[config.mk]
export PLATFORM = sky130hd
export DESIGN_NAME = crypto_wallet_onchip_mem_arbiter_flat
export DESIGN_NICKNAME = d
export VERILOG_FILES = /design/src/rtl/crypto_wallet_mem_pkg.sv /design/src/rtl/crypto_wallet_onchip_mem_arbiter_if.sv /design/src/rtl/crypto_wallet_rr_arb2.sv /design/src/rtl/crypto_wallet_onchip_mem_arbiter.sv /design/src/flat_wrapper.sv
export SDC_FILE = /design/constraint.sdc
export NUM_CORES = 1
export LEC_CHECK = 0
export ABC_AREA = 1
export CORE_AREA = 2 2 101 103
export DETAILED_ROUTE_END_ITERATION = 8
export DIE_AREA = 0 0 103 105
export PLACE_DENSITY = 0.81
export SYNTH_ARGS = -nofsm -noshare
export SYNTH_HDL_FRONTEND = slang
export SYNTH_SLANG_ARGS = --single-unit
export TNS_END_PERCENT = 1
[constraint.sdc]
create_clock -name clk -period 1.6 [get_ports clk]
set_input_delay 0.32 -clock clk [delete_from_list [all_inputs] [get_ports clk]]
set_output_delay 0.32 -clock clk [all_outputs]
set_load 0.03 [all_outputs]
[src/rtl/crypto_wallet_mem_pkg.sv]
// Shared constants and FSM encoding for the on-chip wallet RAM arbiter.
package crypto_wallet_mem_pkg;

    localparam int ADDR_W = 13;
    localparam int DATA_W = 32;
    localparam int BE_W   = DATA_W / 8;
    localparam int DEPTH  = 6500;

    typedef enum logic [0:0] {
        IDLE = 1'b0,
        WIPE = 1'b1
    } state_e;

    function automatic logic addr_in_range(input logic [ADDR_W-1:0] addr);
        return addr < ADDR_W'(DEPTH);
    endfunction

endpackage

[src/rtl/crypto_wallet_onchip_mem_arbiter_if.sv]
// Avalon-MM-style requester bus: master drives the request, slave answers.
interface crypto_wallet_onchip_mem_arbiter_if;
    import crypto_wallet_mem_pkg::*;

    // A request is accepted in a cycle where (read | write) & ~waitrequest;
    // the master holds all request fields stable until then.
    logic [ADDR_W-1:0] address;
    logic [BE_W-1:0]   byteenable;
    logic              read;
    logic              write;
    logic [DATA_W-1:0] writedata;
    logic              waitrequest;
    logic [DATA_W-1:0] readdata;
    logic              readdatavalid;

    modport master (
        output address, byteenable, read, write, writedata,
        input  waitrequest, readdata, readdatavalid
    );

    modport slave (
        input  address, byteenable, read, write, writedata,
        output waitrequest, readdata, readdatavalid
    );

endinterface

[src/rtl/crypto_wallet_rr_arb2.sv]
// Two-way round-robin grant; ties go to the requester not granted most recently.
module crypto_wallet_rr_arb2 (
    input  logic       clk,
    input  logic       reset,
    input  logic       en_i,
    input  logic [1:0] req_i,
    output logic [1:0] gnt_o
);

    // prio_q = 0 favours requester 0 on a tie
    logic prio_q;
    logic prio_d;

    always_comb begin
        gnt_o  = 2'b00;
        prio_d = prio_q;
        if (en_i) begin
            case (req_i)
                2'b01:   gnt_o = 2'b01;
                2'b10:   gnt_o = 2'b10;
                2'b11:   gnt_o = prio_q ? 2'b10 : 2'b01;
                default: gnt_o = 2'b00;
            endcase
        end
        if (gnt_o[0]) begin
            prio_d = 1'b1;
        end else if (gnt_o[1]) begin
            prio_d = 1'b0;
        end
    end

    always_ff @(posedge clk) begin
        if (reset) begin
            prio_q <= 1'b0;
        end else begin
            prio_q <= prio_d;
        end
    end

endmodule

[src/rtl/crypto_wallet_onchip_mem_arbiter.sv]
// Shares one single-port wallet RAM between two requesters and adds a zeroize sequencer.
module crypto_wallet_onchip_mem_arbiter
    import crypto_wallet_mem_pkg::*;
(
    input  logic                clk,
    input  logic                reset,
    crypto_wallet_onchip_mem_arbiter_if.slave m0,
    crypto_wallet_onchip_mem_arbiter_if.slave m1,
    input  logic                wipe_req,
    output logic                wipe_busy,
    output logic                wipe_done,
    output logic [ADDR_W-1:0]   mem_address,
    output logic [BE_W-1:0]     mem_byteenable,
    output logic                mem_chipselect,
    output logic                mem_write,
    output logic [DATA_W-1:0]   mem_writedata,
    input  logic [DATA_W-1:0]   mem_readdata,
    output state_e              dbg_state_o
);

    localparam logic [ADDR_W-1:0] LAST_ADDR = ADDR_W'(DEPTH - 1);

    state_e            state_q, state_d;
    logic [ADDR_W-1:0] cnt_q, cnt_d;
    logic              done_q, done_d;
    logic [1:0]        rdv_q, rdv_d;
    logic              oor_q, oor_d;

    logic              arb_en;
    logic [1:0]        req;
    logic [1:0]        gnt;
    logic              cs_raw;
    logic              wr_raw;

    logic [ADDR_W-1:0] sel_addr;
    logic [BE_W-1:0]   sel_be;
    logic [DATA_W-1:0] sel_wdata;
    logic              sel_write;
    logic              sel_in_range;

    assign req = {m1.read | m1.write, m0.read | m0.write};

    crypto_wallet_rr_arb2 u_arb (
        .clk   (clk),
        .reset (reset),
        .en_i  (arb_en),
        .req_i (req),
        .gnt_o (gnt)
    );

    assign sel_addr     = gnt[1] ? m1.address    : m0.address;
    assign sel_be       = gnt[1] ? m1.byteenable : m0.byteenable;
    assign sel_wdata    = gnt[1] ? m1.writedata  : m0.writedata;
    assign sel_write    = gnt[1] ? m1.write      : m0.write;
    assign sel_in_range = addr_in_range(sel_addr);

    always_comb begin
        state_d        = state_q;
        cnt_d          = cnt_q;
        done_d         = 1'b0;
        rdv_d          = 2'b00;
        oor_d          = 1'b0;
        arb_en         = 1'b0;
        cs_raw         = 1'b0;
        wr_raw         = 1'b0;
        mem_address    = '0;
        mem_byteenable = '0;
        mem_writedata  = '0;

        case (state_q)
            IDLE: begin
                arb_en = ~reset;
                if (|gnt) begin
                    mem_address    = sel_addr;
                    mem_byteenable = sel_be;
                    mem_writedata  = sel_wdata;
                    // Out-of-range accesses are still granted but never reach the RAM.
                    cs_raw         = sel_in_range;
                    wr_raw         = sel_write & sel_in_range;
                    oor_d          = ~sel_in_range;
                end
                rdv_d[0] = gnt[0] & m0.read & ~m0.write;
                rdv_d[1] = gnt[1] & m1.read & ~m1.write;
                if (wipe_req) begin
                    state_d = WIPE;
                end
            end
            WIPE: begin
                mem_address    = cnt_q;
                mem_byteenable = '1;
                mem_writedata  = '0;
                cs_raw         = 1'b1;
                wr_raw         = 1'b1;
                if (cnt_q == LAST_ADDR) begin
                    state_d = IDLE;
                    cnt_d   = '0;
                    done_d  = 1'b1;
                end else begin
                    cnt_d = cnt_q + ADDR_W'(1);
                end
            end
            default: begin
                state_d = IDLE;
            end
        endcase
    end

    always_ff @(posedge clk) begin
        if (reset) begin
            state_q <= IDLE;
            cnt_q   <= '0;
            done_q  <= 1'b0;
            rdv_q   <= 2'b00;
            oor_q   <= 1'b0;
        end else begin
            state_q <= state_d;
            cnt_q   <= cnt_d;
            done_q  <= done_d;
            rdv_q   <= rdv_d;
            oor_q   <= oor_d;
        end
    end

    assign mem_chipselect = cs_raw & ~reset;
    assign mem_write      = wr_raw & ~reset;

    assign m0.waitrequest   = req[0] & ~gnt[0];
    assign m1.waitrequest   = req[1] & ~gnt[1];
    assign m0.readdata      = oor_q ? '0 : mem_readdata;
    assign m1.readdata      = oor_q ? '0 : mem_readdata;
    assign m0.readdatavalid = rdv_q[0];
    assign m1.readdatavalid = rdv_q[1];

    assign wipe_busy   = (state_q == WIPE);
    assign wipe_done   = done_q;
    assign dbg_state_o = state_q;

endmodule

[src/flat_wrapper.sv]
// flat-port wrapper written by rule: the top's interface ports become plain ports
module crypto_wallet_onchip_mem_arbiter_flat import crypto_wallet_mem_pkg::*;
  (clk, reset, wipe_req, wipe_busy, wipe_done, mem_address, mem_byteenable, mem_chipselect, mem_write, mem_writedata, mem_readdata, dbg_state_o, m0_address, m0_byteenable, m0_read, m0_write, m0_writedata, m0_waitrequest, m0_readdata, m0_readdatavalid, m1_address, m1_byteenable, m1_read, m1_write, m1_writedata, m1_waitrequest, m1_readdata, m1_readdatavalid);
  crypto_wallet_onchip_mem_arbiter_if m0_i ();
  crypto_wallet_onchip_mem_arbiter_if m1_i ();
  input  logic clk;
  input  logic reset;
  input  logic wipe_req;
  output logic wipe_busy;
  output logic wipe_done;
  output logic [ADDR_W-1:0] mem_address;
  output logic [BE_W-1:0] mem_byteenable;
  output logic mem_chipselect;
  output logic mem_write;
  output logic [DATA_W-1:0] mem_writedata;
  input  logic [DATA_W-1:0] mem_readdata;
  output state_e dbg_state_o;
  input wire logic [$bits(m0_i.address)-1:0] m0_address;
  input wire logic [$bits(m0_i.byteenable)-1:0] m0_byteenable;
  input wire logic [$bits(m0_i.read)-1:0] m0_read;
  input wire logic [$bits(m0_i.write)-1:0] m0_write;
  input wire logic [$bits(m0_i.writedata)-1:0] m0_writedata;
  output wire logic [$bits(m0_i.waitrequest)-1:0] m0_waitrequest;
  output wire logic [$bits(m0_i.readdata)-1:0] m0_readdata;
  output wire logic [$bits(m0_i.readdatavalid)-1:0] m0_readdatavalid;
  input wire logic [$bits(m1_i.address)-1:0] m1_address;
  input wire logic [$bits(m1_i.byteenable)-1:0] m1_byteenable;
  input wire logic [$bits(m1_i.read)-1:0] m1_read;
  input wire logic [$bits(m1_i.write)-1:0] m1_write;
  input wire logic [$bits(m1_i.writedata)-1:0] m1_writedata;
  output wire logic [$bits(m1_i.waitrequest)-1:0] m1_waitrequest;
  output wire logic [$bits(m1_i.readdata)-1:0] m1_readdata;
  output wire logic [$bits(m1_i.readdatavalid)-1:0] m1_readdatavalid;
  assign m0_i.address = m0_address;
  assign m0_i.byteenable = m0_byteenable;
  assign m0_i.read = m0_read;
  assign m0_i.write = m0_write;
  assign m0_i.writedata = m0_writedata;
  assign m0_waitrequest = m0_i.waitrequest;
  assign m0_readdata = m0_i.readdata;
  assign m0_readdatavalid = m0_i.readdatavalid;
  assign m1_i.address = m1_address;
  assign m1_i.byteenable = m1_byteenable;
  assign m1_i.read = m1_read;
  assign m1_i.write = m1_write;
  assign m1_i.writedata = m1_writedata;
  assign m1_waitrequest = m1_i.waitrequest;
  assign m1_readdata = m1_i.readdata;
  assign m1_readdatavalid = m1_i.readdatavalid;
  crypto_wallet_onchip_mem_arbiter u_core (.clk(clk), .reset(reset), .m0(m0_i), .m1(m1_i), .wipe_req(wipe_req), .wipe_busy(wipe_busy), .wipe_done(wipe_done), .mem_address(mem_address), .mem_byteenable(mem_byteenable), .mem_chipselect(mem_chipselect), .mem_write(mem_write), .mem_writedata(mem_writedata), .mem_readdata(mem_readdata), .dbg_state_o(dbg_state_o));
endmodule
==> impl_summary.md <==
Global routing
The number of global-route vias before repair is between 3000 and 4000. The global-route usage over all layers is between 20% and 30%. The remaining global-route overflow is 0. The number of antenna violations at the first check in global routing came to 1.

Entering global routing, the biggest net connects 33 pins. The first global-routing pass estimated 17950 um of wire.

Finish
The number of filler cells placed in the layout is 805. The area growth from synthesis to layout is 154.9%. The post-layout net count is roughly 820. The post-layout instance count excluding filler cells is 819. Of the cells placed in the final design, the portion with a size suffix greater than 1 is between 40% and 50%.

Drt
The via total after detailed routing is between 3000 and 4000. The number of iterations in the first detailed-routing pass is 5. After detailed routing, the number of remaining DRC violations is 0. In the final routed layout, each cell accounts on average for roughly 15 um. The via-per-instance ratio is about 4.6. The violation count after the first detailed-route iteration is ~150. The count of antenna-violating nets left after detailed routing is 0. The total wire length after detailed routing is 12390 um.

Timing
The number of setup violations in the final report is 53. The slew at the pin with the worst max-slew slack is 0.3251 ns. The maximum clock frequency is around 430 MHz. The hold violation count in the final report is 0. In the post-route analysis, the smallest setup slack over all paths is -0.7098 ns. The post-route clock skew is roughly 0.0092 ns. The sum of negative setup slack is -29.68 ns. The clock period minus final worst setup slack is approximately 2.3 ns. Setup repair after global routing could not meet its margin everywhere.

The final-report max-slew violation count was 0. After layout, the worst path uses 144.4% of the clock period. The max-slew headroom at the worst pin is around four fifths.

The smallest hold slack is about 0.5 ns.

Pwr
After layout, the design draws a total of around 3.4 mW. The clock network power share is 10.3%. The leakage power total is roughly 2.7 nW. The part of the total power dissipated in sequential elements is between 10 and 15%.

The maximum resistive drop on vdd is slightly above 300 uV. The net switching power figure is approximately 1.5 mW. The internal portion of the total power is 1.834 mW. The power density normalized to cell area is around 570 nW/um^2. In this run switching power makes up between 40% and 50% of total power. The combinational share of power is about 75%.

Die
The die width is approximately 100 um. The placeable core region is just under 10000 sq um. The die covers about 11000 sq um.

The initial utilization of the core area, before any placement, comes to 24.10%. The die is 105 um tall. The site row count is 36. During I/O placement, the number of pins put on the boundary was 259.

Outcome
The final reports fail on negative setup slack. The flow ran to the end, but the final reports show violations.

Clock network
In this run, post-CTS hold repair placed 0 buffers. The root buffer selected by CTS is sky130_fd_sc_hd__clkbuf_8. The CTS tree is yes. Clock tree synthesis found a total of 19 sinks. The clock latency at the later pin of the worst-skew pair is between 0.2 and 0.3 ns. The number of H-tree branching levels is 1. No sink is reached through more buffers than the 2 on the longest clock path.

After clock tree synthesis, the clock-pin slew on the worst setup and hold paths is around 0.080 ns. Buffers inserted during clock tree synthesis total 3.

Critical path
The cell seen most often among critical-path stages is sky130_fd_sc_hd__buf_12. The worst setup path is launched from a flop. For the worst setup path, the data required time is about 1.3 ns. The worst setup path is captured at a primary output. In this run the worst path has a maximum fanout of 6.

In this design, the stage delay of the slowest critical-path cell is about 0.36 ns. The worst setup path category is reg2out. The signal on the critical path passes through inv_4, nand2_4, nor2_8, buf_12, nand3b_1, nand2_1, nand3_1, nand3_2, nand3_4, o21bai_4, buf_12. Data on the critical path arrives at its endpoint at between 1.5 and 2 ns.

The slowest cell on the critical path is sky130_fd_sc_hd__dfxtp_4.

Worst hold path
The type of the worst min-delay path is in2reg.

Synthesis
The fraction of registers with async set or reset after synthesis is 0%. The most frequently used cell type in the post-synthesis netlist is sky130_fd_sc_hd__nand2_1. For this run, the number of Yosys warnings is 0. The number of synthesized register bits is 19. The most instantiated flip-flop cell in the synthesis netlist is sky130_fd_sc_hd__dfxtp_1.

The area fraction of the dominant cell type after synthesis is between 15 and 20%. The commonest cells after synthesis are sky130_fd_sc_hd__nand2_1 (110), sky130_fd_sc_hd__inv_1 (61), sky130_fd_sc_hd__nor2_1 (55), sky130_fd_sc_hd__a21oi_1 (37), sky130_fd_sc_hd__buf_4 (34). The number of nets in the synthesized netlist is approximately 550. By area the synthesized netlist is led by sky130_fd_sc_hd__nand2_1 (18%), sky130_fd_sc_hd__dfxtp_1 (16%), sky130_fd_sc_hd__buf_4 (11%). The average size of a mapped cell is roughly 5.6 sq um. The number of standard cells after synthesis is 413. Yosys mapped a number of flops with a built-in enable equal to 0. The biggest area contributor in the post-synthesis netlist is sky130_fd_sc_hd__nand2_1. In this run the cell area of the synthesized design comes to about 2300 sq um. For this run, the register share of the synthesized area comes to approximately 16%. Counting distinct cell types in the post-synthesis netlist gives 33.

Place
Routability-driven placement finished with a final weighted congestion of just over 0.9. The count of placed standard cells including taps is 797. In this run the tool buffered the top-level ports with 258 buffer cells.

Detailed placement ended at an HPWL of between 9000 and 10000 um.

Run
The number of violations of the max-capacitance limit is 0.
==> kinds of logic after synthesis <==
kind of cell               after synthesis  synth area share (%)
DFF                                     19                 16.37
xor gates and xnor gates                 8                 3.016
AOI/OAI and AO/OA                       62                 15.72
adders and majority gates                1                0.5384
and+or+nand+nor                        207                 38.99
buffers and inverters                  116                 25.36
==> worst max-delay path, delay by kind of cell (launching register included) <==
| family | cells | cell delay (ns) |
|---|---|---|
| AOI/OAI and AO/OA | 1 | 0.18 |
| and+or+nand+nor | 7 | 0.85 |
| buffers and inverters | 3 | 0.34 |
| DFF | 1 | 0.36 |
==> repair_timing <==
item / CTS / global route
setup endpoints to repair: 55 / 64
setup buffers: 9 / 5
pin swaps: 21 / 18
cloned: 3 / 0
gates resized for setup: 67 / 41
==> layout make-up <==
| type | instances | area, sq um | share of cell area, % |
|---|---|---|---|
| Clock buffer | 3 | 41.29 | 0.6971 |
| Tap cell | 133 | 166.4 | 2.809 |
| Inverter | 65 | 254.0 | 4.288 |
| Clock inverter | 1 | 5.005 | 0.08450 |
| Sequential cell | 19 | 385.4 | 6.506 |
| Antenna cell | 1 | 2.502 | 0.04225 |
| Timing Repair Buffer | 318 | 3072 | 51.86 |
| Multi-Input combinational cell | 279 | 1997 | 33.71 |
==> power by group through the flow <==
stage          clock network [mW]  logic [mW]  registers, mW
2_1_floorplan                   0        1.28          0.519
3_3_place_gp                    0        2.22          0.507
3_5_place_dp                    0        2.25          0.507
4_1_cts                     0.358        2.45          0.497
5_1_grt                     0.386        2.65          0.499
6_report                    0.348        2.53          0.497
==> through the flow <==
stage / setup slack, ns / util (%) / instance area [sq um]
2_1_floorplan: -0.3267 / - / 2784
3_3_place_gp: -0.8998 / 55.37 / 5338
3_5_place_dp: -0.9206 / 55.37 / 5338
4_1_cts: -0.6325 / 59.53 / 5738
5_1_grt: -0.7867 / 61.45 / 5923
6_report: -0.7098 / 61.45 / 5923
==> per-layer routing <==
layer | GRT usage, % | vias to the layer above | routed length [um]
met2 | 37.99 | 172 | 6554
li1 | - | 1804 | -
met4 | 3.195 | 0 | 133
met3 | 3.344 | 12 | 844
met1 | 24.72 | 1748 | 4859
met5 | 0 | - | 0
==> path summary, 6_finish.rpt <==
path              depth (start not counted)                          endpoint                              from  slack (ns)
setup / recovery                         11                         mem_write     u_core.dbg_state_o$_SDFF_PP0_       -0.71
hold / removal                            3        u_core.rdv_q[0]$_SDFF_PP0_                          m0_write        0.50
setup reg to reg                         13           u_core.oor_q$_SDFF_PP0_     u_core.dbg_state_o$_SDFF_PP0_           0
hold reg to reg                           2  u_core.u_arb.prio_q$_SDFFE_PP0N_  u_core.u_arb.prio_q$_SDFFE_PP0N_        0.51
==> cell usage in the layout, fill, tap and decap left out, types with 3 or more instances in the layout <==
cell / count
sky130_fd_sc_hd__nor3_1: 6
sky130_fd_sc_hd__a21oi_2: 3
sky130_fd_sc_hd__o21ai_4: 3
sky130_fd_sc_hd__nor4_1: 3
sky130_fd_sc_hd__buf_6: 40
sky130_fd_sc_hd__clkdlybuf4s50_1: 133
sky130_fd_sc_hd__dlygate4sd2_1: 3
sky130_fd_sc_hd__nand2_4: 9
sky130_fd_sc_hd__nand2_8: 3
sky130_fd_sc_hd__inv_1: 56
sky130_fd_sc_hd__a21oi_4: 30
sky130_fd_sc_hd__o21ai_2: 4
sky130_fd_sc_hd__buf_4: 124
sky130_fd_sc_hd__nand2_1: 90
sky130_fd_sc_hd__dfxtp_1: 17
sky130_fd_sc_hd__nor2_2: 3
sky130_fd_sc_hd__o22ai_2: 7
sky130_fd_sc_hd__nand3_1: 12
sky130_fd_sc_hd__nand3b_1: 4
sky130_fd_sc_hd__a21oi_1: 4
sky130_fd_sc_hd__nor2_1: 53
sky130_fd_sc_hd__buf_12: 12
sky130_fd_sc_hd__clkbuf_8: 3
sky130_fd_sc_hd__nand2_2: 14
sky130_fd_sc_hd__inv_2: 7
sky130_fd_sc_hd__a221o_1: 4
sky130_fd_sc_hd__xor2_1: 8
==> state kept, by name, indices dropped and copies added (netlist names) <==
signal,cells
u_core.cnt_q,13
u_core.rdv_q,2
u_core.dbg_state_o,1
u_core.oor_q,1
u_core.u_arb.prio_q,1
u_core.wipe_done,1
Power figures use the tool's default switching activity.
